--- config.mk ---
export PLATFORM = sky130hd
export DESIGN_NAME = filter_unit_datapath_flat
export DESIGN_NICKNAME = d
export VERILOG_FILES = /design/src/rtl/filter_unit_datapath_if.sv /design/src/rtl/filter_unit_datapath.sv /design/src/flat_wrapper.sv
export SDC_FILE = /design/constraint.sdc
export NUM_CORES = 1
export LEC_CHECK = 0
export BUFFER_PORTS_ARGS = -buffer_cell sky130_fd_sc_hd__buf_2
export CORE_MARGIN = 3
export CORE_UTILIZATION = 55
export CTS_BUF_LIST = sky130_fd_sc_hd__clkbuf_16
export DETAILED_ROUTE_END_ITERATION = 8
export PLACE_DENSITY = 0.72
export SLEW_MARGIN = 20
export SYNTH_ARGS = -nofsm -noshare
export SYNTH_HDL_FRONTEND = slang
export SYNTH_SLANG_ARGS = --single-unit
--- constraint.sdc ---
create_clock -name clk -period 11.7 [get_ports clk]
set_input_delay 1.17 -clock clk [delete_from_list [all_inputs] [get_ports clk]]
set_output_delay 1.17 -clock clk [all_outputs]
set_load 0.005 [all_outputs]
--- src/rtl/filter_unit_datapath_if.sv ---
// Command, sample, coefficient-write and output signals between the FIR
// control FSM / sample source (master) and the filter datapath (slave).
interface filter_unit_datapath_if #(
  parameter int DATABITS  = 16,
  parameter int COEFFBITS = 16,
  parameter int FADDRBITS = 3
);
  logic                 clr_in;
  logic                 dwe_in;
  logic [FADDRBITS-1:0] faddr_in;
  logic [1:0]           mctrl_in;
  logic                 oload_in;
  logic [DATABITS-1:0]  d_in;
  logic                 cwe_in;
  logic [FADDRBITS-1:0] caddr_in;
  logic [COEFFBITS-1:0] cdata_in;
  logic [DATABITS-1:0]  d_out;
  logic                 valid_out;
  logic                 sat_out;

  modport master (
    output clr_in, dwe_in, faddr_in, mctrl_in, oload_in, d_in,
           cwe_in, caddr_in, cdata_in,
    input  d_out, valid_out, sat_out
  );

  modport slave (
    input  clr_in, dwe_in, faddr_in, mctrl_in, oload_in, d_in,
           cwe_in, caddr_in, cdata_in,
    output d_out, valid_out, sat_out
  );
endinterface

--- src/rtl/filter_unit_datapath.sv ---
// FIR filter datapath: sample delay line, coefficient file, MAC accumulator and
// saturating output register, all sequenced cycle by cycle by the control FSM.
module filter_unit_datapath #(
  parameter int DATABITS  = 16,
  parameter int COEFFBITS = 16,
  parameter int NTAPS     = 7,
  parameter int FADDRBITS = 3
) (
  input  logic                  clk,
  input  logic                  rst,
  filter_unit_datapath_if.slave bus
);
  localparam int PRODBITS = DATABITS + COEFFBITS;
  localparam int ACCBITS  = DATABITS + COEFFBITS + FADDRBITS;
  localparam logic [FADDRBITS-1:0] LAST_TAP = FADDRBITS'(NTAPS - 1);

  localparam logic signed [ACCBITS-1:0] SAT_MAX =
    {{(ACCBITS-DATABITS+1){1'b0}}, {(DATABITS-1){1'b1}}};
  localparam logic signed [ACCBITS-1:0] SAT_MIN =
    {{(ACCBITS-DATABITS+1){1'b1}}, {(DATABITS-1){1'b0}}};
  localparam logic signed [DATABITS-1:0] OUT_MAX = {1'b0, {(DATABITS-1){1'b1}}};
  localparam logic signed [DATABITS-1:0] OUT_MIN = {1'b1, {(DATABITS-1){1'b0}}};

  typedef enum logic [1:0] {
    MAC_NOP  = 2'b00,
    MAC_CLR  = 2'b01,
    MAC_LOAD = 2'b10,
    MAC_ACC  = 2'b11
  } mac_cmd_e;

  logic signed [DATABITS-1:0]  x_q [NTAPS];
  logic signed [COEFFBITS-1:0] c_q [NTAPS];
  logic signed [ACCBITS-1:0]   acc_q;

  logic signed [DATABITS-1:0]  x_sel;
  logic signed [COEFFBITS-1:0] c_sel;
  logic signed [PRODBITS-1:0]  prod;
  logic signed [ACCBITS-1:0]   prod_ext;
  logic signed [ACCBITS-1:0]   acc_next;
  logic signed [ACCBITS-1:0]   scaled;
  logic signed [DATABITS-1:0]  sat_val;
  logic                        sat_hit;
  logic                        tap_ok;
  logic                        caddr_ok;

  assign tap_ok   = (bus.faddr_in <= LAST_TAP);
  assign caddr_ok = (bus.caddr_in <= LAST_TAP);

  // NOTE: combinational blocks use blocking '=' and give every output a default
  // first, so no path leaves a signal unassigned and no latch is inferred.
  always_comb begin
    x_sel = '0;
    c_sel = '0;
    if (tap_ok) begin
      x_sel = x_q[bus.faddr_in];
      c_sel = c_q[bus.faddr_in];
    end
    prod     = PRODBITS'(x_sel) * PRODBITS'(c_sel);
    prod_ext = {{FADDRBITS{prod[PRODBITS-1]}}, prod};

    unique case (mac_cmd_e'(bus.mctrl_in))
      MAC_CLR:  acc_next = '0;
      MAC_LOAD: acc_next = prod_ext;
      MAC_ACC:  acc_next = acc_q + prod_ext;
      default:  acc_next = acc_q;
    endcase

    // Arithmetic shift floors, giving truncation toward -inf back to Q0.
    scaled  = acc_next >>> (COEFFBITS - 1);
    sat_hit = 1'b1;
    if (scaled > SAT_MAX) begin
      sat_val = OUT_MAX;
    end else if (scaled < SAT_MIN) begin
      sat_val = OUT_MIN;
    end else begin
      sat_val = scaled[DATABITS-1:0];
      sat_hit = 1'b0;
    end
  end

  // NOTE: sequential state is updated only with non-blocking '<=' so every
  // register samples pre-edge values, which the same-cycle MAC/shift relies on.
  // NOTE: the coefficient file is a reset register array rather than a RAM,
  // since reset must leave every coefficient at zero.
  always_ff @(posedge clk or posedge rst) begin
    if (rst) begin
      for (int i = 0; i < NTAPS; i++) begin
        x_q[i] <= '0;
        c_q[i] <= '0;
      end
      acc_q         <= '0;
      bus.d_out     <= '0;
      bus.valid_out <= 1'b0;
      bus.sat_out   <= 1'b0;
    end else begin
      acc_q <= acc_next;

      if (bus.cwe_in && caddr_ok) begin
        c_q[bus.caddr_in] <= bus.cdata_in;
      end

      if (bus.clr_in) begin
        for (int i = 0; i < NTAPS; i++) begin
          x_q[i] <= '0;
        end
        bus.d_out     <= '0;
        bus.valid_out <= 1'b0;
        bus.sat_out   <= 1'b0;
      end else begin
        if (bus.dwe_in) begin
          x_q[0] <= bus.d_in;
          for (int i = 1; i < NTAPS; i++) begin
            x_q[i] <= x_q[i-1];
          end
        end
        bus.valid_out <= bus.oload_in;
        if (bus.oload_in) begin
          bus.d_out <= sat_val;
          if (sat_hit) begin
            bus.sat_out <= 1'b1;
          end
        end
      end
    end
  end
endmodule

--- src/flat_wrapper.sv ---
// flat-port wrapper written by rule: the top's interface ports become plain ports
module filter_unit_datapath_flat 
#(
  parameter int DATABITS  = 16,
  parameter int COEFFBITS = 16,
  parameter int NTAPS     = 7,
  parameter int FADDRBITS = 3
)
  (clk, rst, bus_clr_in, bus_dwe_in, bus_faddr_in, bus_mctrl_in, bus_oload_in, bus_d_in, bus_cwe_in, bus_caddr_in, bus_cdata_in, bus_d_out, bus_valid_out, bus_sat_out);
  filter_unit_datapath_if #(.DATABITS(DATABITS), .COEFFBITS(COEFFBITS), .FADDRBITS(FADDRBITS)) bus_i ();
  input  logic clk;
  input  logic rst;
  input wire logic [$bits(bus_i.clr_in)-1:0] bus_clr_in;
  input wire logic [$bits(bus_i.dwe_in)-1:0] bus_dwe_in;
  input wire logic [$bits(bus_i.faddr_in)-1:0] bus_faddr_in;
  input wire logic [$bits(bus_i.mctrl_in)-1:0] bus_mctrl_in;
  input wire logic [$bits(bus_i.oload_in)-1:0] bus_oload_in;
  input wire logic [$bits(bus_i.d_in)-1:0] bus_d_in;
  input wire logic [$bits(bus_i.cwe_in)-1:0] bus_cwe_in;
  input wire logic [$bits(bus_i.caddr_in)-1:0] bus_caddr_in;
  input wire logic [$bits(bus_i.cdata_in)-1:0] bus_cdata_in;
  output wire logic [$bits(bus_i.d_out)-1:0] bus_d_out;
  output wire logic [$bits(bus_i.valid_out)-1:0] bus_valid_out;
  output wire logic [$bits(bus_i.sat_out)-1:0] bus_sat_out;
  assign bus_i.clr_in = bus_clr_in;
  assign bus_i.dwe_in = bus_dwe_in;
  assign bus_i.faddr_in = bus_faddr_in;
  assign bus_i.mctrl_in = bus_mctrl_in;
  assign bus_i.oload_in = bus_oload_in;
  assign bus_i.d_in = bus_d_in;
  assign bus_i.cwe_in = bus_cwe_in;
  assign bus_i.caddr_in = bus_caddr_in;
  assign bus_i.cdata_in = bus_cdata_in;
  assign bus_d_out = bus_i.d_out;
  assign bus_valid_out = bus_i.valid_out;
  assign bus_sat_out = bus_i.sat_out;
  filter_unit_datapath #(.DATABITS(DATABITS), .COEFFBITS(COEFFBITS), .NTAPS(NTAPS), .FADDRBITS(FADDRBITS)) u_core (.clk(clk), .rst(rst), .bus(bus_i));
endmodule
# Yosys cells after proc, flatten, opt, wreduce, memory -nomap -nowiden
# Cells that the tools add are included.
# totals
ff_bits,277
elab_cells,64
inputBits,46
# op_classes
bitwise,2
add_sub_neg,1
reduce_logical,7
eq_ne,3
order_cmp,7
mux,24
mul,1
# ops
op,count
$mux W112,2
$mux W16,11
$bwmux W112,1
$pmux W35 S3,1
$bmux W16 S3,2
$demux W16 S3,1
$add A35 B32 Y35,1
$mul A16 B16 Y32,1
$gt A20 B16 Y1 const B,1
$lt A20 B16 Y1 const B,1
$ge A4 B4 Y1 const B,2
$not A3 Y4,2
$le A3 B3 Y1 const B,2
$mux W1,6
$reduce_bool A2 Y1,3
$eq A2 B2 Y1 const B,2
$lt A4 B1 Y1 const B,1
$reduce_bool A3 Y1,1
$eq A2 B1 Y1 const B,1
$logic_and A1 B1 Y1,2
$reduce_and A2 Y1,1

# Depth between registers and ports, before layout
# Gate-level depths: netlist of the first run.
# logic_depth
depth_word,14
mapped_depth,44

# Worst setup path after synthesis of the first run
# Ideal clock, no wire load.
# synth_path
path_kind,input to register
from,input port bus_faddr_in[0]
to,register u_core.bus.d_out[11]
path_stages,37
setup_time_ns,0.136
n_path_buf,4
arrival_ns,11.007
slack_ns,0.558
required_time_ns,11.564
cell_sequence,clkbuf_1 buf_1 mux4_2 mux2i_1 clkbuf_1 nor2_1 fa_1 inv_1 fa_1 fa_1 fa_1 inv_1 fa_1 inv_1 fa_1 inv_1 ha_1 a21oi_1 a2bb2oi_1 a211o_1 a221o_1 o21ai_0 o21ai_0 a31oi_1 xnor2_1 ha_1 and4_1 and2_1 a211oi_1 nand2_1 o211a_1 or3_1 a32oi_1 nand2_1 o31ai_4 buf_4 o211ai_1
# synth_via
elab_chain_cells,13
elab_cells_between_ends,19
classes_between,1 x add/sub; 1 x mul; 3 x order compare; 13 x mux; 1 x bitwise
# synth_lines
element,line,rtl
from (decl),flat_wrapper.sv:15,input wire logic [$bits(bus_i.faddr_in)-1:0] bus_faddr_in;
$not A3 Y4 (implied by the code),"filter_unit_datapath.sv:55, filter_unit_datapath.sv:56",
"$bmux W16 S3, on equally long branches","filter_unit_datapath.sv:55, filter_unit_datapath.sv:56",
"$mux W16, on equally long branches (2 in series)","filter_unit_datapath.sv:55, filter_unit_datapath.sv:56",
$mux W16,filter_unit_datapath.sv:54,if (tap_ok) begin
$mul A16 B16 Y32 *,filter_unit_datapath.sv:58,prod = PRODBITS'(x_sel) * PRODBITS'(c_sel);
$add A35 B32 Y35,filter_unit_datapath.sv:64,MAC_ACC: acc_next = acc_q + prod_ext;
$pmux W35 S3 *,filter_unit_datapath.sv:61,unique case (mac_cmd_e'(bus.mctrl_in))
named net u_core.acc_next[32],filter_unit_datapath.sv:39,logic signed [ACCBITS-1:0] acc_next;
$lt A20 B16 Y1,filter_unit_datapath.sv:73,end else if (scaled < SAT_MIN) begin
$mux W16,filter_unit_datapath.sv:73,
$mux W16 *,filter_unit_datapath.sv:71,if (scaled > SAT_MAX) begin
$mux W16 *,filter_unit_datapath.sv:117,if (bus.oload_in) begin
$mux W16 *,filter_unit_datapath.sv:102,if (bus.clr_in) begin
to (signal assigned),filter_unit_datapath.sv:118,bus.d_out <= sat_val;
to (decl),filter_unit_datapath_if.sv:30,"output d_out, valid_out, sat_out"
# The timed path passes the listed nets; every way through them passes the cells marked *. The select of a mux whose other input is x is not followed.
# A chain may end at the register's enable or synchronous reset.

# Worst setup path after layout of the first run
# layout_path
from,input port bus_faddr_in[0]
to,register u_core.bus.d_out[13]
# layout_via
elab_chain_cells,13
elab_cells_between_ends,19
classes_between,1 x add/sub; 1 x mul; 3 x order compare; 13 x mux; 1 x bitwise
# layout_lines
element,line
$not A3 Y4 (implied by the code),"filter_unit_datapath.sv:55, filter_unit_datapath.sv:56"
"$bmux W16 S3, on equally long branches","filter_unit_datapath.sv:55, filter_unit_datapath.sv:56"
"$mux W16, on equally long branches (2 in series)","filter_unit_datapath.sv:55, filter_unit_datapath.sv:56"
$mux W16,filter_unit_datapath.sv:54
$mul A16 B16 Y32 *,filter_unit_datapath.sv:58
$add A35 B32 Y35,filter_unit_datapath.sv:64
$pmux W35 S3 *,filter_unit_datapath.sv:61
$lt A20 B16 Y1,filter_unit_datapath.sv:73
$mux W16,filter_unit_datapath.sv:73
$mux W16 *,filter_unit_datapath.sv:71
$mux W16 *,filter_unit_datapath.sv:117
$mux W16 *,filter_unit_datapath.sv:102
# Mark *: on every way between the ends. The rest lies on a longest branch, timed or not. The select of a mux whose other input is x is not followed.

==> qor.txt, run 1 <==
Mapped Avg Cell Area -> 10.11 um^2
Final ANT Viol Nets -> 0
Synth area leader -> dfrtp_1
RSZ-0062 raised after global routing -> no
CP peak stage delay -> 650 ps
Worst Path Required -> 12080 ps
H-tree depth -> 2
Synthesized area -> 24400 um^2
Rows -> 76
Ant diodes -> 0
Arrival time worst endpoint -> 11410 ps
Seq cells post-synth -> 277
Initial antenna violation count -> 1
Layout cells sized above 1 -> 14.37%
Rel. slew slack -> 29.12%
Die height -> 216.6 um
Post-DR wirelength/cell -> 19.44 um
Post-route DRC -> 0
Congestion Overflow GR -> 0
Routed via count -> 17540
Initial DRC count -> 1501
Max-slew violation count -> 0
Post-CTS Hold Buffers -> 0
Vias in the first global route -> 18660
CP top delay family -> adder cells
Via/cell ratio -> 5.714
Outcome -> finished clean
DRT Pass-1 Iters -> 5
Share of the synthesized area in the top cell type -> 28.41%
Synth area leaders -> dfrtp_1, fa_1, mux2i_1
Hold crit path type -> reg -> reg
Clk_lat worst skew -> 550 ps
Most frequent cells after synthesis -> inv_1, nor2_1, dfrtp_1
Die width -> 216.6 um
Synth unique cells -> 82
Worst-path clk slew -> 60 ps
First-pass GRT wire length -> 99040 um
Port bufs -> 63
Sequential-to-total area share from yosys stat -> 28.41%
Critical path type -> in -> reg
Fmax -> 90.72 MHz
Max_cap viols -> 0
Crit end category -> register
Dpl hpwl -> 45370 um
Nets -> 2888
Total wire length -> 59670 um
Setup Fix Bufs, Post-CTS -> 0
Final hold violations -> 0
IO Pins -> 64
Gpl congestion -> 0.9869
CTS max path bufs -> 3
Post-synth EDFFs -> 0
Cell with the most instances after synthesis -> inv_1
Fin crit period -> 11020 ps
Crit Path Max Fanout -> 22
Crit-path slowest cell -> mux2i_1
CTS tree -> done
Syn Inst Count -> 2414
Num CTS Buffers -> 34
WP buf/inv -> 6
Die area -> 46920 um^2
All-Layer GR Usage -> 26.35%
Pin count of the biggest net entering global routing -> 150
Core Region -> 43460 um^2
Area growth syn-to-layout -> 9.015%
Final Cycle Share -> 94.21%
Initial Util -> 56.14%
Final core occ -> 61.21%
Crit start category -> input pin
Primary FF master, synth -> dfrtp_1
Syn nets -> 2840
Worst-margin pin slew -> 1058 ps
YS warnings -> 0
Fin Clk Skew -> 12.31 ps
Share of synthesized registers carrying an async set or reset -> 100.0%
Root Driver -> clkbuf_16
CTS sink cnt -> 277
Most frequent CP cell -> fa_1
# setup viols final -> 0
TNS Setup -> 0 ps
CTS resizes -> 0
## tightest hold or removal path, cell delays in order (launching register included)
cell	delay (ps)
dfrtp_1	350
nand2_1	50
o21ai_0	60
## through the flow
| stage | cell area [um^2] | hold WS, ps | setup slack, ps | std cells |
|---|---|---|---|---|
| after CTS | 26570 | 494.7 | 758.4 | 3068 |
| after detailed placement | 25510 | 481.0 | 201.6 | 3009 |
| after global routing | 26600 | 509.2 | 77.70 | 3070 |
| after global placement | 25490 | 468.8 | 502.2 | 3008 |
| final | 26600 | 489.0 | 677.1 | 3070 |
| after floorplan | 24400 | 456.3 | 557.7 | 2414 |
## placed cells by master, fill, tap and decap left out, types with 34 or more instances in the layout
master / netlist / final
a21o_1: 35 / 35
a21oi_1: 95 / 95
buf_2: 7 / 60
buf_4: 1 / 46
clkbuf_16: 0 / 34
dfrtp_1: 277 / 277
fa_1: 263 / 263
ha_1: 117 / 117
inv_1: 337 / 342
mux2_2: 123 / 123
mux2i_1: 166 / 166
nand2_1: 205 / 205
nor2_1: 309 / 307
o21ai_0: 66 / 66
xnor2_1: 37 / 37
## sequential cells by signal, summed over array words and instances, names as in the netlist
| name | count |
|---|---|
| u_core.acc_q | 35 |
| u_core.bus.d_out | 16 |
| u_core.bus.sat_out | 1 |
| u_core.bus.valid_out | 1 |
| u_core.c_q | 112 |
| u_core.x_q | 112 |
## final cells by class
cell class	count	area, um^2
Timing Repair Buffer	113	750.7
Inverter	338	1276
Clock inverter	25	206.4
Multi-Input combinational cell	1698	15850
Clock buffer	34	850.8
Fill cell	3626	16860
Tap cell	585	732.0
Sequential cell	277	6932
## logic make-up (layout without fill, tap and decap cells)
kind of cell / Yosys count / in the layout / synth area share (%)
flops: 277 / 277 / 28.41
compound gates: 314 / 314 / 8.898
fa+ha+maj: 380 / 380 / 27.58
mux: 321 / 321 / 15.44
simple gates: 628 / 628 / 10.83
buf+inv: 439 / 510 / 6.841
xor+xnor: 55 / 55 / 2.005
## per-layer routing
metal	GRT usage (%)	wire, um
met4	8.251	2017
met2	43.82	28590
met3	4.487	3389
met5	0	18
met1	35.63	25650
## worst paths after layout
check / startpoint / endpoint / slack [ps] / cells past startpoint
worst max-delay path: bus_faddr_in[0] / u_core.bus.d_out[13] / 680 / 34
max in group asynchronous: rst / u_core.c_q[0] / 9250 / 3
worst max register to register: u_core.c_q[51] / u_core.bus.d_out[13] / 1440 / 33
worst min register to register: u_core.acc_q[2] / u_core.acc_q[2] / 490 / 2
worst min-delay path: u_core.acc_q[2] / u_core.acc_q[2] / 490 / 2
min in group asynchronous: rst / u_core.x_q[29] / 850 / 2
Power of run 1 is not shown: default switching activity piles up to over one toggle a cycle in this logic, so the estimate is an artifact.
==> run 2: changes to the inputs <==
CORE_UTILIZATION = 40   (was 55)
PLACE_DENSITY = unset   (was 0.72)
==> run 2 against run 1 <==
Effect of this change:
- cell count is 6.5% higher
- fmax decreased by 0.40%
- sequential share of layout area down 0.32 points
- register-to-register slack worse by 40 ps
- non-clock buffer count up 11
- wire length is 4.1% higher
- clock skew grew 5.5 ps
- die area up 36%
- highest routed layer unchanged
==> qor.txt, run 2 (synthesis gave the netlist of run 1 again) <==
Outcome -> finished clean
Die width -> 253.0 um
Ant diodes -> 0
Pin count of the biggest net entering global routing -> 144
All-Layer GR Usage -> 19.82%
Rel. slew slack -> 29.69%
Via/cell ratio -> 5.346
Crit Path Max Fanout -> 17
Worst-margin pin slew -> 1054 ps
Fin crit period -> 11070 ps
Most common cell after layout, fill and taps aside -> inv_1
IO Pins -> 64
Fin Clk Skew -> 17.76 ps
First-pass GRT wire length -> 100600 um
Fmax -> 90.36 MHz
Highest Signal Layer -> met5
Rows -> 89
CP peak stage delay -> 550 ps
Routed via count -> 17490
Num CTS Buffers -> 34
Hold crit path type -> reg -> reg
Nets -> 2899
Final ANT Viol Nets -> 0
Layout cells sized above 1 -> 14.69%
WL met2 -> 29620 um
Dpl hpwl -> 47070 um
Reg-to-reg endpoint -> u_core.bus.d_out[13]
Setup Fix Bufs, Post-CTS -> 0
Crit. Startpoint -> bus_faddr_in[0]
Root Driver -> clkbuf_16
Max-slew violation count -> 0
Worst Reg2Reg Path Length in Cells -> 33
Initial antenna violation count -> 1
Area growth syn-to-layout -> 10.36%
Worst Path Required -> 12090 ps
Initial DRC count -> 1011
Die height -> 253.0 um
Area after DPL -> 25810 um^2
Design Area, Final -> 26930 um^2
Total wire length -> 62120 um
Final hold violations -> 0
Final Cycle Share -> 94.59%
R2r setup slk -> 1400 ps
Crit start category -> input pin
Core Region -> 59690 um^2
CTS sink cnt -> 277
Worst r2r src -> u_core.x_q[77]
Worst-path clk slew -> 60 ps
Critical Path Sink -> u_core.bus.d_out[13]
DRT Pass-1 Iters -> 6
Max_cap viols -> 0
Most frequent cells in the layout -> inv_1, nor2_1, dfrtp_1, fa_1, nand2_1
CTS tree -> done
TNS Setup -> 0 ps
# setup viols final -> 0
Met1 wire length -> 27390 um
Port bufs -> 63
Initial Util -> 40.88%
Congestion Overflow GR -> 0
Crit end category -> register
CTS resizes -> 0
CTS max path bufs -> 3
Fillers -> 5599
Metal3 WL -> 3103 um
Crit-path slowest cell -> fa_1
Clk_lat worst skew -> 550 ps
Gpl congestion -> 0.9559
H-tree depth -> 2
Critical path type -> in -> reg
Post-DR wirelength/cell -> 18.99 um
Most frequent CP cell -> fa_1
Vias in the first global route -> 18470
Die area -> 64000 um^2
Arrival time worst endpoint -> 11460 ps
Biggest regs -> u_core.c_q: 112 flops, u_core.x_q: 112 flops, u_core.acc_q: 35 flops
Post-CTS Hold Buffers -> 0
Post-route DRC -> 0
RSZ-0062 raised after global routing -> no
## run 2: layout make-up
type | count | area [um^2] | share of cell area (%)
Sequential cell | 277 | 6932 | 25.74
Multi-Input combinational cell | 1698 | 15840 | 58.82
Clock inverter | 27 | 246.5 | 0.9154
Timing Repair Buffer | 124 | 817.0 | 3.034
Tap cell | 773 | 967.2 | 3.592
Clock buffer | 34 | 850.8 | 3.160
Inverter | 338 | 1276 | 4.740
## run 2: metrics by stage
step	std cells	hold WS (ps)	worst slack [ps]	util (%)
finish	3271	490.3	632.8	45.11
global route	3271	506.1	68.66	45.11
CTS	3270	495.9	691.0	45.08
detailed placement	3209	482.0	99.32	43.25
global placement	3209	469.6	407.1	43.25
floorplan	2414	456.3	557.7	-
## run 2: how the worst min path moves through the flow
| stage | from | to | slack (ps) | cells past startpoint |
|---|---|---|---|---|
| 3_5_place_dp | u_core.bus.d_out[0] | u_core.bus.d_out[0] | 480 | 2 |
| 4_1_cts | u_core.acc_q[0] | u_core.acc_q[0] | 500 | 2 |
| 6_report | u_core.acc_q[11] | u_core.acc_q[11] | 490 | 2 |
| 3_3_place_gp | u_core.acc_q[2] | u_core.acc_q[2] | 470 | 2 |
| 2_1_floorplan | u_core.acc_q[0] | u_core.acc_q[0] | 460 | 2 |
| 5_1_grt | u_core.acc_q[6] | u_core.acc_q[6] | 510 | 2 |
## run 2: critical path, delay by kind of cell
kind                       cells  cell delay [ps]
xor gates and xnor gates       1              120
AOI/OAI and AO/OA             13             3670
adders and majority gates      8             3750
muxes                          2              820
and+or+nand+nor                5              770
buffers and inverters          7             1120
## run 2: layer usage
metal | global-route usage, % | up-vias
met2 | 33.12 | 415
met3 | 2.927 | 123
li1 | - | 8041
met4 | 6.822 | 2
met5 | 0 | -
met1 | 26.49 | 8906
Power of run 2 is left out for the same reason.
==> run 3: changes to the inputs <==
CORE_ASPECT_RATIO = 0.75   (was unset)
==> run 3 against run 2 <==
Effect of this change:
- fmax shrank 1.4%
- setup slack lost 150 ps
- cell count rose by 0.67%
- clock skew rose by 2.1 ps
- flip-flop and latch count is the same
- sequential share of layout area down 0.073 points
- register-to-register slack lost 130 ps
- wire length shrank 0.76%
- utilization grew 0.17 points
- non-clock buffer count rose by 9
- die area is essentially flat
- critical path type unchanged
- global-route usage grew 0.22 points
- critical endpoint is now u_core.bus.d_out[3]
==> qor.txt, run 3 (synthesis gave the netlist of run 1 again) <==
Outcome -> finished clean
Clk_lat worst skew -> 560 ps
Fmax -> 89.13 MHz
Reg-to-reg endpoint -> u_core.bus.d_out[3]
Crit-path slowest cell -> mux2i_1
Max-slew violation count -> 0
Post-route DRC -> 0
Post-CTS Hold Buffers -> 0
Core Region -> 59640 um^2
H-tree depth -> 2
# setup viols final -> 0
Worst Reg2Reg Path Length in Cells -> 33
Gpl congestion -> 0.9699
Crit. Startpoint -> bus_faddr_in[0]
Met1 usage -> 29.42%
DRT Pass-1 Iters -> 5
Most frequent cells in the layout -> inv_1, nor2_1, dfrtp_1, fa_1, nand2_1
Pin count of the biggest net entering global routing -> 143
Storage cell area -> 6932 um^2
Area after DPL -> 25980 um^2
Fin Clk Skew -> 19.85 ps
Num CTS Buffers -> 34
Layout cells sized above 1 -> 14.94%
Nets -> 2908
First-pass GRT wire length -> 102700 um
Rel. slew slack -> 29.72%
Design Area, Final -> 27000 um^2
R2r setup slk -> 1270 ps
Setup Fix Bufs, Post-CTS -> 0
Crit Path Max Fanout -> 25
Crit start category -> input pin
Worst r2r src -> u_core.c_q[97]
Biggest regs -> u_core.c_q: 112 flops, u_core.x_q: 112 flops, u_core.acc_q: 35 flops
Worst-margin pin slew -> 1025 ps
Final ANT Viol Nets -> 0
Critical Path Sink -> u_core.bus.d_out[3]
Initial Util -> 40.91%
Post-DR wirelength/cell -> 18.72 um
Ant diodes -> 0
Crit end category -> register
CTS sink cnt -> 277
Initial antenna violation count -> 0
Critical path type -> in -> reg
Final hold violations -> 0
Fillers -> 5541
Initial DRC count -> 1392
Vias in the first global route -> 18490
Worst Path Required -> 12080 ps
Via/cell ratio -> 5.354
TNS Setup -> 0 ps
Die width -> 291.2 um
All-Layer GR Usage -> 20.04%
Rows -> 77
CTS max path bufs -> 3
Routed via count -> 17630
IO Pins -> 64
Area growth syn-to-layout -> 10.68%
GRT met2 Usage -> 30.23%
Worst-path clk slew -> 50 ps
Most common cell after layout, fill and taps aside -> inv_1
Fin crit period -> 11220 ps
GR peak layer -> met2
CTS tree -> done
Arrival time worst endpoint -> 11600 ps
Final Cycle Share -> 95.90%
Most frequent CP cell -> fa_1
RSZ-0062 raised after global routing -> no
Met3 GRT Util -> 5.028%
Max_cap viols -> 0
Area of the multi-input gates -> 15830 um^2
Dpl hpwl -> 47020 um
Total wire length -> 61650 um
CTS resizes -> 0
Die area -> 64030 um^2
CP peak stage delay -> 770 ps
Port bufs -> 63
Root Driver -> clkbuf_16
Die height -> 219.9 um
Hold crit path type -> reg -> reg
Congestion Overflow GR -> 0
run 3: cell types whose count changed in the layout (fill, tap and decap cells not counted), sizes merged:
cell / before / now
buf: 124 / 133
bufinv: 3 / 1
clkbuf: 34 / 35
clkinv: 11 / 16
clkinvlp: 1 / 2
inv: 350 / 341
run 3: how the worst min path moves through the flow:
stage                         start  depth (start not counted)               to  slack (ps)
finish              u_core.acc_q[2]                          2  u_core.acc_q[2]         490
global route         u_core.c_q[59]                          1   u_core.c_q[59]         510
CTS                 u_core.acc_q[2]                          2  u_core.acc_q[2]         500
detailed placement  u_core.acc_q[2]                          2  u_core.acc_q[2]         480
global placement    u_core.acc_q[0]                          2  u_core.acc_q[0]         470
floorplan           u_core.acc_q[0]                          2  u_core.acc_q[0]         460
run 3: area by class of cell:
class	count	share of cell area [%]
Sequential cell	277	25.67
Timing Repair Buffer	133	3.540
Inverter	338	4.745
Tap cell	790	3.660
Clock buffer	35	3.243
Clock inverter	22	0.5282
Multi-Input combinational cell	1698	58.61
run 3: critical path: cells and delay by family:
| kind | cells | cell delay, ps |
|---|---|---|
| mux | 2 | 1290 |
| buf+inv | 5 | 630 |
| compound gates | 12 | 3620 |
| fa+ha+maj | 8 | 3750 |
| xor+xnor | 1 | 110 |
| simple gates | 5 | 980 |
run 3: per-layer routing:
metal / vias up / part of all wire (%)
met5: - / 0
met4: 0 / 1.5
met3: 59 / 7.9
met2: 480 / 43
met1: 9017 / 47
li1: 8074 / -
run 3: per-stage QoR:
stage	setup WS [ps]	hold slack (ps)	util (%)	instances
3_3_place_gp	170.0	468.2	43.54	3235
2_1_floorplan	557.7	456.3	-	2414
4_1_cts	627.0	496.8	45.27	3293
3_5_place_dp	68.38	482.3	43.56	3236
5_1_grt	14.15	506.5	45.28	3293
6_report	480.1	491.8	45.28	3293
Power of run 3 is left out for the same reason.
